## src/rtl/mod_exp_pkg.sv

```systemverilog
// Shared types and constants for the modular exponentiation controller.
package mod_exp_pkg;

  localparam int NBITS_DEF = 4;
  localparam int EBITS_DEF = 8;

  localparam logic [2:0] S_IDLE     = 3'd0;
  localparam logic [2:0] S_SCAN     = 3'd1;
  localparam logic [2:0] S_NEXT     = 3'd2;
  localparam logic [2:0] S_SQR_REQ  = 3'd3;
  localparam logic [2:0] S_SQR_WAIT = 3'd4;
  localparam logic [2:0] S_MUL_REQ  = 3'd5;
  localparam logic [2:0] S_MUL_WAIT = 3'd6;
  localparam logic [2:0] S_DONE     = 3'd7;

  typedef enum logic [2:0] {
    IDLE     = S_IDLE,
    SCAN     = S_SCAN,
    NEXT     = S_NEXT,
    SQR_REQ  = S_SQR_REQ,
    SQR_WAIT = S_SQR_WAIT,
    MUL_REQ  = S_MUL_REQ,
    MUL_WAIT = S_MUL_WAIT,
    DONE     = S_DONE
  } state_e;

  localparam int CNTW_DEF = $clog2(EBITS_DEF + 1);

  function automatic int cnt_w(input int ebits);
    return $clog2(ebits + 1);
  endfunction

endpackage

```

## src/rtl/mod_exp_bit_scan.sv

```systemverilog
// Exponent shift register and remaining-bit counter.
module mod_exp_bit_scan
  import mod_exp_pkg::*;
#(
  parameter int EBITS = EBITS_DEF
) (
  input  logic             clk,
  input  logic             rst,
  input  logic             load_i,
  input  logic [EBITS-1:0] exp_i,
  input  logic             shift_i,
  output logic             bit_o,
  output logic             last_o,
  output logic             zero_o
);

  localparam int CW = cnt_w(EBITS);

  logic [EBITS-1:0] exp_q, exp_d;
  logic [CW-1:0]    cnt_q, cnt_d;

  always_comb begin
    exp_d = exp_q;
    cnt_d = cnt_q;
    if (load_i) begin
      exp_d = exp_i;
      cnt_d = CW'(EBITS);
    end else if (shift_i) begin
      exp_d = exp_q << 1;
      cnt_d = cnt_q - 1'b1;
    end
  end

  always_ff @(posedge clk or posedge rst) begin
    if (rst) begin
      exp_q <= '0;
      cnt_q <= '0;
    end else begin
      exp_q <= exp_d;
      cnt_q <= cnt_d;
    end
  end

  // bit_o is the bit that the next shift pushes out
  assign bit_o  = exp_q[EBITS-1];
  assign last_o = (cnt_q == CW'(1));
  assign zero_o = (cnt_q == '0);

endmodule

```

## src/rtl/mod_exp_ctrl.sv

```systemverilog
// Left-to-right square-and-multiply controller driving a shared
// modular multiplier.
module mod_exp_ctrl
  import mod_exp_pkg::*;
#(
  parameter int NBITS = NBITS_DEF,
  parameter int EBITS = EBITS_DEF
) (
  input  logic             clk,
  input  logic             rst,
  input  logic             start_p,
  input  logic [NBITS-1:0] base,
  input  logic [EBITS-1:0] exp,
  input  logic [NBITS-1:0] m,
  output logic [NBITS-1:0] result,
  output logic             done_p,
  output logic             busy,
  output logic             err,
  output logic             mul_enable_p,
  output logic [NBITS-1:0] mul_a,
  output logic [NBITS-1:0] mul_b,
  output logic [NBITS-1:0] mul_m,
  input  logic [NBITS-1:0] mul_y,
  input  logic             mul_done_p
);

  state_e           state_q, state_d;
  logic [NBITS-1:0] r_q, r_d;
  logic [NBITS-1:0] base_q, base_d;
  logic [NBITS-1:0] m_q, m_d;
  logic             cur_q, cur_d;
  logic             errp_q, errp_d;
  logic [NBITS-1:0] res_q, res_d;
  logic             done_q, done_d;
  logic             err_q, err_d;
  logic             en_q, en_d;
  logic [NBITS-1:0] a_q, a_d;
  logic [NBITS-1:0] b_q, b_d;
  logic [NBITS-1:0] mm_q, mm_d;
  logic             load, shift;
  logic             sbit, slast, szero;

  mod_exp_bit_scan #(.EBITS(EBITS)) u_scan (
    .clk     (clk),
    .rst     (rst),
    .load_i  (load),
    .exp_i   (exp),
    .shift_i (shift),
    .bit_o   (sbit),
    .last_o  (slast),
    .zero_o  (szero)
  );

  always_comb begin
    state_d = state_q;
    r_d     = r_q;
    base_d  = base_q;
    m_d     = m_q;
    cur_d   = cur_q;
    errp_d  = errp_q;
    res_d   = res_q;
    done_d  = 1'b0;
    err_d   = err_q;
    en_d    = 1'b0;
    a_d     = a_q;
    b_d     = b_q;
    mm_d    = mm_q;
    load    = 1'b0;
    shift   = 1'b0;
    unique case (state_q)
      IDLE: begin
        if (start_p) begin
          load   = 1'b1;
          base_d = base;
          m_d    = m;
          r_d    = base;
          err_d  = 1'b0;
          errp_d = 1'b0;
          state_d = SCAN;
          if (m == '0) begin
            errp_d  = 1'b1;
            r_d     = '0;
            state_d = DONE;
          end
        end
      end
      SCAN: begin
        shift = 1'b1;
        if (sbit) begin
          state_d = NEXT;
        end else if (slast) begin
          // exp == 0: x^0 mod m is 1, except modulo 1
          r_d = (m_q == NBITS'(1)) ? '0 : NBITS'(1);
          state_d = DONE;
        end
      end
      NEXT: begin
        if (szero) begin
          state_d = DONE;
        end else begin
          shift   = 1'b1;
          cur_d   = sbit;
          state_d = SQR_REQ;
        end
      end
      SQR_REQ: begin
        a_d     = r_q;
        b_d     = r_q;
        mm_d    = m_q;
        en_d    = 1'b1;
        state_d = SQR_WAIT;
      end
      SQR_WAIT: begin
        if (mul_done_p) begin
          r_d     = mul_y;
          state_d = cur_q ? MUL_REQ : NEXT;
        end
      end
      MUL_REQ: begin
        a_d     = r_q;
        b_d     = base_q;
        mm_d    = m_q;
        en_d    = 1'b1;
        state_d = MUL_WAIT;
      end
      MUL_WAIT: begin
        if (mul_done_p) begin
          r_d     = mul_y;
          state_d = NEXT;
        end
      end
      DONE: begin
        res_d   = r_q;
        done_d  = 1'b1;
        err_d   = errp_q;
        state_d = IDLE;
      end
      default: state_d = IDLE;
    endcase
  end

  always_ff @(posedge clk or posedge rst) begin
    if (rst) begin
      state_q <= IDLE;
      r_q     <= '0;
      base_q  <= '0;
      m_q     <= '0;
      cur_q   <= 1'b0;
      errp_q  <= 1'b0;
      res_q   <= '0;
      done_q  <= 1'b0;
      err_q   <= 1'b0;
      en_q    <= 1'b0;
      a_q     <= '0;
      b_q     <= '0;
      mm_q    <= '0;
    end else begin
      state_q <= state_d;
      r_q     <= r_d;
      base_q  <= base_d;
      m_q     <= m_d;
      cur_q   <= cur_d;
      errp_q  <= errp_d;
      res_q   <= res_d;
      done_q  <= done_d;
      err_q   <= err_d;
      en_q    <= en_d;
      a_q     <= a_d;
      b_q     <= b_d;
      mm_q    <= mm_d;
    end
  end

  assign result       = res_q;
  assign done_p       = done_q;
  assign busy         = (state_q != IDLE);
  assign err          = err_q;
  assign mul_enable_p = en_q;
  assign mul_a        = a_q;
  assign mul_b        = b_q;
  assign mul_m        = mm_q;

endmodule

```

## config.mk

```make
export PLATFORM = sky130hd
export DESIGN_NAME = mod_exp_ctrl
export DESIGN_NICKNAME = d
export VERILOG_FILES = /design/src/rtl/mod_exp_pkg.sv /design/src/rtl/mod_exp_bit_scan.sv /design/src/rtl/mod_exp_ctrl.sv
export SDC_FILE = /design/constraint.sdc
export NUM_CORES = 1
export LEC_CHECK = 0
export BUFFER_PORTS_ARGS = -buffer_cell sky130_fd_sc_hd__clkbuf_2
export CELL_PAD_IN_SITES_DETAIL_PLACEMENT = 0
export CELL_PAD_IN_SITES_GLOBAL_PLACEMENT = 1
export CORE_MARGIN = 10
export CORE_UTILIZATION = 35
export DETAILED_ROUTE_END_ITERATION = 16
export PLACE_DENSITY_LB_ADDON = 0.2
export SYNTH_ARGS = -nofsm -noshare
export SYNTH_HDL_FRONTEND = slang
export SYNTH_SLANG_ARGS = --single-unit
```

## constraint.sdc

```tcl
create_clock -name clk -period 3.55 [get_ports clk]
set_input_delay 0.5325 -clock clk [delete_from_list [all_inputs] [get_ports clk]]
set_output_delay 0.5325 -clock clk [all_outputs]
set_load 0.05 [all_outputs]
```

* After elaboration in Yosys (flattened, before gate mapping) *
Index checks and enable logic that the tools add are counted.

word-level totals
  input bits = 24
  output and inout port bits = 20
  register bits = 48

operators by class
  muxes and demuxes = 30
  bitwise logic cells = 1
  $add $sub $neg = 1
  eq/ne operators = 16
  reductions and logical operators = 15

operators with widths
  cell                 count
  $mux 4               7
  $mux 3               8
  $pmux 3 s8           1
  $mux 8               2
  $eq 3x3->1 const B   4
  $pmux 4 s3           1
  $ne 2x2->1 const B   5
  $eq 4x1->1 const B   2
  $logic_not 4->1      2
  $mux 1               8
  $pmux 4 s2           1
  $eq 3x2->1 const B   2
  $reduce_and 2->1     3
  $reduce_bool 2->1    3
  $reduce_bool 3->1    2
  $reduce_and 5->1     1
  $pmux 1 s2           2
  $reduce_and 4->1     1
  $reduce_or 2->1      2
  $sub 4x1->4 const B  1
  $eq 3x1->1 const B   1
  $logic_not 3->1      1
  $ne 3x2->1 const B   1
  $ne 2x1->1 const B   1
  $not 1->1            1

* Longest topological paths before layout *
Gate-level depths: netlist of the first run.

  depth after elaboration = 5
  mapped depth = 7
  gate-level depth less buffers = 6

* By module *
Synthesis of the first run repeated with hierarchy kept, for this count alone.

second synthesis, totals
  cells, all modules = 197
  area, all modules = 2372.3 µm²

by module, submodules not included
  module            cells an instance  times used  area an instance (µm²)  seq. area each (µm²)
  mod_exp_ctrl      138                1           1724.2                  900.9
  mod_exp_bit_scan  59                 1           648.1                   300.3

* Worst setup path after synthesis of the first run *
Ideal clock, no wire load.

  path kind = reg2reg
  start point = register u_scan.cnt_q[0]
  end point = register u_scan.exp_q[1]
  cell stages (with the launch flop) = 8
  setup time = 0.137 ns
  period minus slack after synthesis = 1.714 ns
  path slack = 1.836 ns
  arrival time = 1.578 ns
  cells stage by stage = dfrtp_1 > inv_1 > ha_1 > nor3b_1 > o21ai_4 > buf_6 > mux2i_1 > a21oi_1

between the ends
  word-level cells in the longest chain between the ends = 4

ends and longest elaborated chain
  element                             line                    source
  start, declared                     mod_exp_bit_scan.sv:20  logic [CW-1:0] cnt_q, cnt_d;
  start signal, assigned              mod_exp_bit_scan.sv:40  cnt_q <= cnt_d;
  $logic_not 4->1                     mod_exp_bit_scan.sv:47  assign zero_o = (cnt_q == '0);
  $mux 1                              mod_exp_ctrl.sv:98      if (szero) begin
  $pmux 1 s2                          mod_exp_ctrl.sv:70      unique case (state_q)
  $reduce_bool 2->1 (no source line)  --
  end signal, assigned                mod_exp_bit_scan.sv:39  exp_q <= exp_d;
  end, declared                       mod_exp_bit_scan.sv:19  logic [EBITS-1:0] exp_q, exp_d;

Every way passes these cells.
A chain may end at the register's enable or synchronous reset.

* Final worst setup path of the first run *
  start point = register state_q[1]
  end point = output busy

between the ends
  word-level cells in the longest chain between the ends = 1

ends and longest elaborated chain
  element                 line                 source
  start, declared         mod_exp_ctrl.sv:27   state_e state_q, state_d;
  start signal, assigned  mod_exp_ctrl.sv:158  state_q <= state_d;
  $reduce_bool 3->1       mod_exp_ctrl.sv:176  assign busy = (state_q != IDLE);
  end, declared           mod_exp_ctrl.sv:17   output logic busy,

Every way passes these cells.

==> metrics, run 1 <==
CTS Buf Count=5; mapped cell area=2260 um^2; first-pass GRT wire length=9230 um; die height=100 um; fillcell total=668; Post-route DRC=0; startpoint types=flop; Leak Pwr=1.27 nW; Hold-fix buffers, CTS=0; wire per inst=16.1 um; Syn Area/Cell=10.4 um^2; Final ANT Viol Nets=0; Pre-antenna DRT Iters=4; Starting Density=0.359; H-tree Lvls=2; status=finished clean; FF+latch area=1200 um^2; CP cell instances=nor3_1 > inv_1 > clkbuf_2; Worst setup EP type=output pin; Final nets=283; crit-path max cell delay=0.63 ns; hpwl dp=3850 um; Die ar.=10100 um^2; I/O Pins=44; Critical Path Slowest Stage Cell=dfrtp_1; relative slew slack=0.320; Slew Viols, Final=0; final core utilization=0.413; Longest Clk Path Bufs=2; Total GRT Usage=0.112; Final Hold Vio Count=0; Root Buffer=clkbuf_8; initial antenna violation count=0; vias in the first global route=1804; setup tns final=0 ns; VDD IR-drop max=0.000419 V; class of the worst hold path=in -> reg; DR vias/cell=5.14; # setup viols final=0; RSZ-0062 raised after global routing=no; vias=1712; post-CTS resize count=0; flops & latches, synth=48; reg-to-reg startpoint=state_q[1]$_DFFE_PP0P_; CTS Sinks=48; Synth area leaders=dfrtp_1 (53%), mux2_2 (8.5%), nand2_1 (6.0%); crit path DAT=1.75 ns; MaxCap Viol Count=0; commonest non-fill, non-tap cells in the layout=dfrtp_1 (48), clkbuf_2 (43), nand2_1 (36), a21oi_1 (19), mux2_2 (17); Syn Inst Count=217; CORE AREA=6310 um^2; layout cell share with drive strength beyond 1=0.289; Worst Tran Pin Value=1.02 ns; Clk pin slew, worst setup/hold paths=0.09 ns; final WL=5360 um; Worst-Skew Late Latency=0.30 ns; area leader, netlist=dfrtp_1; Multi-input gate area=963 um^2; final critical-path required period=2.28 ns; CP Class=reg -> out; post-CTS setup buffer count=0; total power draw=2.83 mW; port bufs=43; worst min-delay path startpoint=base[2]; final worst-path cycle share=0.642; Mapped Nets=244; diode count=0; beginning of the critical path=state_q[1]$_DFFE_PP0P_; worst endpoint required time=3.02 ns; area grow syn2layout=15.3%; routability cong.=0.736; register area share after synthesis=0.531; Setup Skew=0.00852 ns; count of cell types in the netlist=38; Synth top area share=0.531; PD cells=1080 nW/um^2; initial detailed-routing violation count=72; Max FO, Critical Path=22; pin count of the biggest net entering global routing=49; commonest non-fill, non-tap cell in the layout=dfrtp_1; fmax=438 MHz; grt ovf=0; Warnings, synthesis=0; Chip Width=100 um; CTS tree=done; Core Rows=29
## critical path, delay by kind of cell, from the launching register on
family / cells / cell delay [ns]
buf+inv: 2 / 0.37
simple gates: 1 / 0.45
flops: 1 / 0.63
## flip-flops by register name, indices dropped and copies added (netlist names)
register / flops
base_q: 4
cur_q: 1
done_p: 1
err: 1
errp_q: 1
m_q: 4
mul_a: 4
mul_b: 4
mul_enable_p: 1
mul_m: 4
r_q: 4
result: 4
state_q: 3
u_scan.cnt_q: 4
u_scan.exp_q: 8
## final timing paths
kind	end	slack, ns	cells after the start
min in group asynchronous	mul_a[3]$_DFFE_PP0P_	0.45	2
max reg2reg	u_scan.exp_q[6]$_DFFE_PP0P_	1.35	4
min reg2reg	m_q[0]$_DFFE_PP0P_	0.51	2
min	base_q[2]$_DFFE_PP0P_	0.44	3
max	busy	1.27	3
max in group asynchronous	u_scan.cnt_q[1]$_DFFE_PP0P_	2.47	2
## cells by family (layout without fill, tap and decap cells)
family	after synthesis	in the layout	synth area share
buffers and inverters	22	61	0.0437
AO/OA/AOI/OAI	49	49	0.143
AND/OR/NAND/NOR	68	68	0.139
flip-flops	48	48	0.531
adder cells (fa/ha/maj)	3	3	0.0166
XOR/XNOR	2	2	0.00774
multiplexers	25	25	0.120
## synth_stat cells
master	instances
dfrtp_1	48
nand2_1	36
a21oi_1	19
mux2_2	17
nor2_1	13
inv_1	11
o22ai_1	9
clkbuf_1	8
mux2i_1	8
o21ai_0	5
nand3_1	4
o22a_1	4
a22o_1	3
ha_1	3
nor3_1	3
buf_6	2
nor3b_1	2
o31ai_1	2
a211oi_1	1
a21boi_0	1
a221o_1	1
a32oi_1	1
and2_1	1
and2b_1	1
and3_1	1
buf_2	1
nand2b_1	1
nor4_2	1
nor4b_1	1
o2111ai_1	1
o21ai_4	1
o221a_2	1
or2_2	1
or3_1	1
or3b_2	1
or3b_4	1
xnor2_1	1
xor2_1	1
## per-stage QoR
step	worst slack, ns	hold WS, ns	instances	instance area, um^2
detailed placement	1.34	0.493	326	2520
floorplan	1.84	0.447	217	2260
CTS	1.26	0.433	333	2610
global route	1.12	0.439	333	2610
finish	1.27	0.436	333	2610
global placement	1.32	0.483	326	2520
## layout make-up
type	instances	share of cell area
timing repair buffer	43	0.0825
sequential	48	0.460
inverter	11	0.0158
clock buffer	6	0.0317
clock inverter	1	0.00336
multi-input combinational	147	0.369
tap	77	0.0369
## routing by layer
metal  wire length (um)  vias to the layer above  global-route usage
li1                   -                      834                   -
met1               2500                      837               0.147
met2               2550                       36               0.178
met3                249                        5              0.0302
met4                 57                        0              0.0326
met5                  0                        -                   0
## power by group
| part | switching [mW] | internal, mW |
|---|---|---|
| combinational | 0.853 | 0.542 |
| sequential | 0.275 | 0.814 |
| clock | 0.187 | 0.156 |
Power figures use the tool's default switching activity.
==> inputs of run 2 (changes only) <==
==> constraint.sdc (replaced) <==
create_clock -name clk -period 2.2 [get_ports clk]
set_input_delay 0.33 -clock clk [delete_from_list [all_inputs] [get_ports clk]]
set_output_delay 0.33 -clock clk [all_outputs]
set_load 0.05 [all_outputs]
==> metrics, run 2 (same netlist as run 1, synthesis figures left out) <==
VDD IR-drop max=0.000732 V (+75%); Leak Pwr=1.35 nW (+6.3%); grt ovf=0 (unchanged); area grow syn2layout=21.6%; commonest non-fill, non-tap cell in the layout=dfrtp_1; total power draw=4.91 mW (+74%); initial detailed-routing violation count=58 (-19%); Longest Clk Path Bufs=2 (unchanged); hpwl dp=3990 um (+3.8%); CP Class=reg -> reg; crit path DAT=2.13 ns (+0.38 ns); Chip Width=100 um (unchanged); final core utilization=0.436 (+0.0228); Worst setup EP type=flop; setup tns final=0 ns (unchanged); RSZ-0062 raised after global routing=no; Final Hold Vio Count=0 (unchanged); diode count=0 (unchanged); # setup viols final=0 (unchanged); max reg flops=8 (unchanged); largest register by flop count=u_scan.exp_q; Root Buffer=clkbuf_8; Max FO, Critical Path=11 (-50%); final critical-path required period=1.94 ns; startpoint types=flop; pin count of the biggest net entering global routing=27 (-45%); Multi-input gate area=968 um^2 (+0.52%); layout cell share with drive strength beyond 1=0.323 (+0.0344); Finished Cell Area=2750 um^2 (+5.5%); Worst-Skew Late Latency=0.30 ns (about the same); Place WS=0.255 ns (-1.09 ns); status=finished clean; H-tree Lvls=2 (unchanged); DR vias/cell=5.02 (-2.4%); Final nets=295 (+4.2%); class of the worst hold path=in -> reg; DP Area=2600 um^2 (+3.3%); CTS Buf Count=5 (unchanged); I/O Pins=44 (unchanged); CTS tree=done; Total GRT Usage=0.111 (-0.00180); initial antenna violation count=0 (unchanged); Clk pin slew, worst setup/hold paths=0.09 ns (about the same); final WL=5480 um (+2.3%); Final ANT Viol Nets=0 (unchanged); vias=1736 (+1.4%); relative slew slack=0.556 (+0.235); Setup Skew=0.00792 ns (-0.000602 ns); setup slack after layout=0.260 ns (-1.01 ns); Worst Tran Pin Value=0.665 ns (-0.353 ns); final worst-path cycle share=0.882; Post-route DRC=0 (unchanged); Pre-antenna DRT Iters=4 (unchanged); commonest non-fill, non-tap cells in the layout=dfrtp_1 (48), clkbuf_2 (43), nand2_1 (36), a21oi_1 (19), mux2_2 (17); MaxCap Viol Count=0 (unchanged); routability cong.=0.775 (+5.2%); FF+latch area=1200 um^2 (unchanged); CORE AREA=6310 um^2 (unchanged); Starting Density=0.359 (unchanged); Core Rows=29 (unchanged); Slew Viols, Final=0 (unchanged); PD cells=1780 nW/um^2 (+65%); port bufs=43 (unchanged); worst endpoint required time=2.39 ns (-0.63 ns); wire per inst=15.8 um (-1.5%); first-pass GRT wire length=9070 um (-1.8%); CTS Sinks=48 (unchanged); vias in the first global route=1763 (-2.3%); post-CTS setup buffer count=0 (unchanged); fmax=516 MHz; die height=100 um (unchanged); fillcell total=656 (-1.8%); Die ar.=10100 um^2 (unchanged)
run 2: final cells by class:
| type | count | area share |
|---|---|---|
| clock buffer | 5 | 0.0250 |
| clock inverter | 3 | 0.0250 |
| inverter | 11 | 0.0150 |
| multi-input combinational | 147 | 0.352 |
| sequential | 48 | 0.436 |
| tap | 77 | 0.0350 |
| timing repair buffer | 55 | 0.112 |
run 2: repair_timing:
item / in CTS / in global routing
resized for setup: 0 / 1
endpoints found under the hold margin: 9 / 0
endpoints found under the setup margin: 0 / 1
hold buffers: 1 / 0
run 2: per-layer routing:
metal,GRT usage,vias to the layer above,part of all wire
li1,-,858,-
met1,0.151,835,0.49
met2,0.166,38,0.45
met3,0.0330,5,0.050
met4,0.0293,0,0.0071
met5,0,-,0
run 2: stage by stage:
step | hold slack (ns) | instances
after detailed placement | 0.324 | 337
after global routing | 0.242 | 346
after CTS | 0.229 | 346
after global placement | 0.326 | 337
after floorplan | 0.435 | 217
final | 0.236 | 346
run 2: power by group:
group / total (mW) / internal (mW) / switching (mW) / leakage, nW
clock network: 0.777 / 0.458 / 0.319 / 0.0687
logic: 2.46 / 0.962 / 1.50 / 0.692
registers: 1.67 / 1.31 / 0.356 / 0.588
run 2: final timing paths:
check | to | start | slack, ns | cells after the start
min in group asynchronous | r_q[1]$_DFFE_PP0P_ | rst | 0.53 | 3
worst min register to register | base_q[2]$_DFFE_PP0P_ | base_q[2]$_DFFE_PP0P_ | 0.51 | 2
max in group asynchronous | u_scan.exp_q[4]$_DFFE_PP0P_ | rst | 1.09 | 4
worst max register to register | r_q[2]$_DFFE_PP0P_ | state_q[2]$_DFFE_PP0P_ | 0.26 | 5
worst max-delay path | r_q[2]$_DFFE_PP0P_ | state_q[2]$_DFFE_PP0P_ | 0.26 | 5
worst min-delay path | u_scan.exp_q[0]$_DFFE_PP0P_ | exp[0] | 0.24 | 3
run 2: critical path, stage by stage, from the launching register on:
cell and delay, ns:
dfrtp_1 0.51, buf_4 0.22, inv_1 0.18, o2111ai_1 0.14, a21oi_1 0.39, mux2_2 0.39
==> inputs of run 3 (changes only) <==
--- a/config.mk
+++ b/config.mk
@@ -8,6 +8,7 @@
 export BUFFER_PORTS_ARGS = -buffer_cell sky130_fd_sc_hd__clkbuf_2
 export CELL_PAD_IN_SITES_DETAIL_PLACEMENT = 0
 export CELL_PAD_IN_SITES_GLOBAL_PLACEMENT = 1
+export CORE_ASPECT_RATIO = 0.7
 export CORE_MARGIN = 10
 export CORE_UTILIZATION = 35
 export DETAILED_ROUTE_END_ITERATION = 16
==> metrics, run 3 (same netlist as run 1, synthesis figures left out) <==
MaxCap Viol Count=0 (unchanged); fillcell total=610 (-7.0%); Core Rows=24 (-17%); largest register by flop count=u_scan.exp_q; H-tree Lvls=2 (unchanged); Worst Tran Pin Value=0.659 ns (-0.00653 ns); wire per inst=16.1 um (+1.4%); VDD IR-drop max=0.000742 V (+1.3%); Pre-antenna DRT Iters=5 (+1); commonest non-fill, non-tap cells in the layout=dfrtp_1 (48), clkbuf_2 (43), nand2_1 (36), a21oi_1 (19), mux2_2 (17); Slew Viols, Final=0 (unchanged); setup tns final=0 ns (unchanged); CTS tree=done; vias in the first global route=1684 (-4.5%); final core utilization=0.427 (-0.00851); Post-route DRC=0 (unchanged); Clk pin slew, worst setup/hold paths=0.09 ns (about the same); DR vias/cell=4.97 (-0.99%); fmax=517 MHz (+0.35%); routability cong.=0.764 (-1.4%); CTS Buf Count=5 (unchanged); hold slack=0.0543 ns (-0.182 ns); vias=1694 (-2.4%); CP Class=reg -> reg; Root Buffer=clkbuf_8; PD cells=1750 nW/um^2 (-2.0%); first-pass GRT wire length=9110 um (+0.53%); Final nets=289 (-2.0%); Hold-fix buffers, CTS=0 (-1); max reg flops=8 (unchanged); pin count of the biggest net entering global routing=26 (-3.7%); final WL=5480 um (about the same); Starting Density=0.362 (+0.00388); relative slew slack=0.560 (+0.00436); commonest non-fill, non-tap cell in the layout=dfrtp_1; crit path DAT=2.16 ns (+0.03 ns); Chip Width=116 um (+16%); diode count=0 (unchanged); hpwl dp=4080 um (+2.2%); Total GRT Usage=0.114 (+0.00343); grt ovf=0 (unchanged); area grow syn2layout=18.0%; Multi-input gate area=963 um^2 (-0.52%); FF+latch area=1200 um^2 (unchanged); Die ar.=10100 um^2 (+0.51%); class of the worst hold path=in -> async; initial antenna violation count=0 (unchanged); post-CTS setup buffer count=0 (unchanged); die height=87.3 um (-13%); Max FO, Critical Path=14 (+3); port bufs=43 (unchanged); CORE AREA=6250 um^2 (-1.1%); worst endpoint required time=2.43 ns (+0.04 ns); Final ANT Viol Nets=0 (unchanged); status=finished clean; final worst-path cycle share=0.879 (-0.00304); Final Hold Vio Count=0 (unchanged); # setup viols final=0 (unchanged); Leak Pwr=1.30 nW (-3.7%); startpoint types=flop; R2R cell count=6 (+1); RSZ-0062 raised after global routing=no; layout cell share with drive strength beyond 1=0.304 (-0.0192); Worst setup EP type=flop; final critical-path required period=1.93 ns (-0.00668 ns); I/O Pins=44 (unchanged); initial detailed-routing violation count=62 (+6.9%); Worst-Skew Late Latency=0.30 ns (about the same); post-CTS resize count=0 (unchanged); Setup Skew=0.00381 ns (-0.00411 ns); Longest Clk Path Bufs=2 (unchanged); CTS Sinks=48 (unchanged)
==> run 3: critical path: stages (launching register included) <==
cell and delay (ns):
dfrtp_1 0.43, inv_1 0.10, ha_1 0.14, nor3b_1 0.55, o21ai_4 0.27, and3_1 0.23
o21ai_0 0.14
==> run 3: path summary, 6_finish.rpt <==
| check | startpoint | to | slack [ns] |
|---|---|---|---|
| max in group asynchronous | rst | cur_q$_DFFE_PP0P_ | 1.62 |
| setup reg to reg | u_scan.cnt_q[0]$_DFFE_PP0P_ | u_scan.cnt_q[3]$_DFFE_PP0P_ | 0.27 |
| hold reg to reg | mul_a[3]$_DFFE_PP0P_ | mul_a[3]$_DFFE_PP0P_ | 0.51 |
| hold / removal | rst | mul_enable_p$_DFF_PP0_ | 0.05 |
| min in group clk | base[3] | base_q[3]$_DFFE_PP0P_ | 0.24 |
| setup / recovery | u_scan.cnt_q[0]$_DFFE_PP0P_ | u_scan.cnt_q[3]$_DFFE_PP0P_ | 0.27 |
==> run 3: routing by layer <==
metal	part of all wire	wire, um	track usage
met5	0	0	0
met4	0.012	65	0.0374
met3	0.055	302	0.0379
met2	0.41	2250	0.155
met1	0.52	2860	0.164
==> run 3: cell type report <==
class                      count  area share
tap                           78      0.0366
multi-input combinational    147       0.361
clock inverter                 1     0.00281
timing repair buffer          49       0.102
inverter                      11      0.0155
sequential                    48       0.450
clock buffer                   7      0.0323
==> run 3: power by group <==
| part | internal (mW) | switching, mW |
|---|---|---|
| clock network | 0.256 | 0.303 |
| logic | 0.920 | 1.53 |
| registers | 1.32 | 0.340 |
==> run 3: per-stage QoR <==
step | instances | instance area (um^2) | setup slack (ns) | power (mW)
final | 341 | 2670 | 0.267 | 4.67
after global routing | 341 | 2670 | 0.0997 | 5.03
after CTS | 341 | 2670 | 0.261 | 4.71
after detailed placement | 333 | 2580 | 0.295 | 4.14
after global placement | 333 | 2580 | 0.349 | 4.12
after floorplan | 217 | 2260 | 0.486 | 3.57
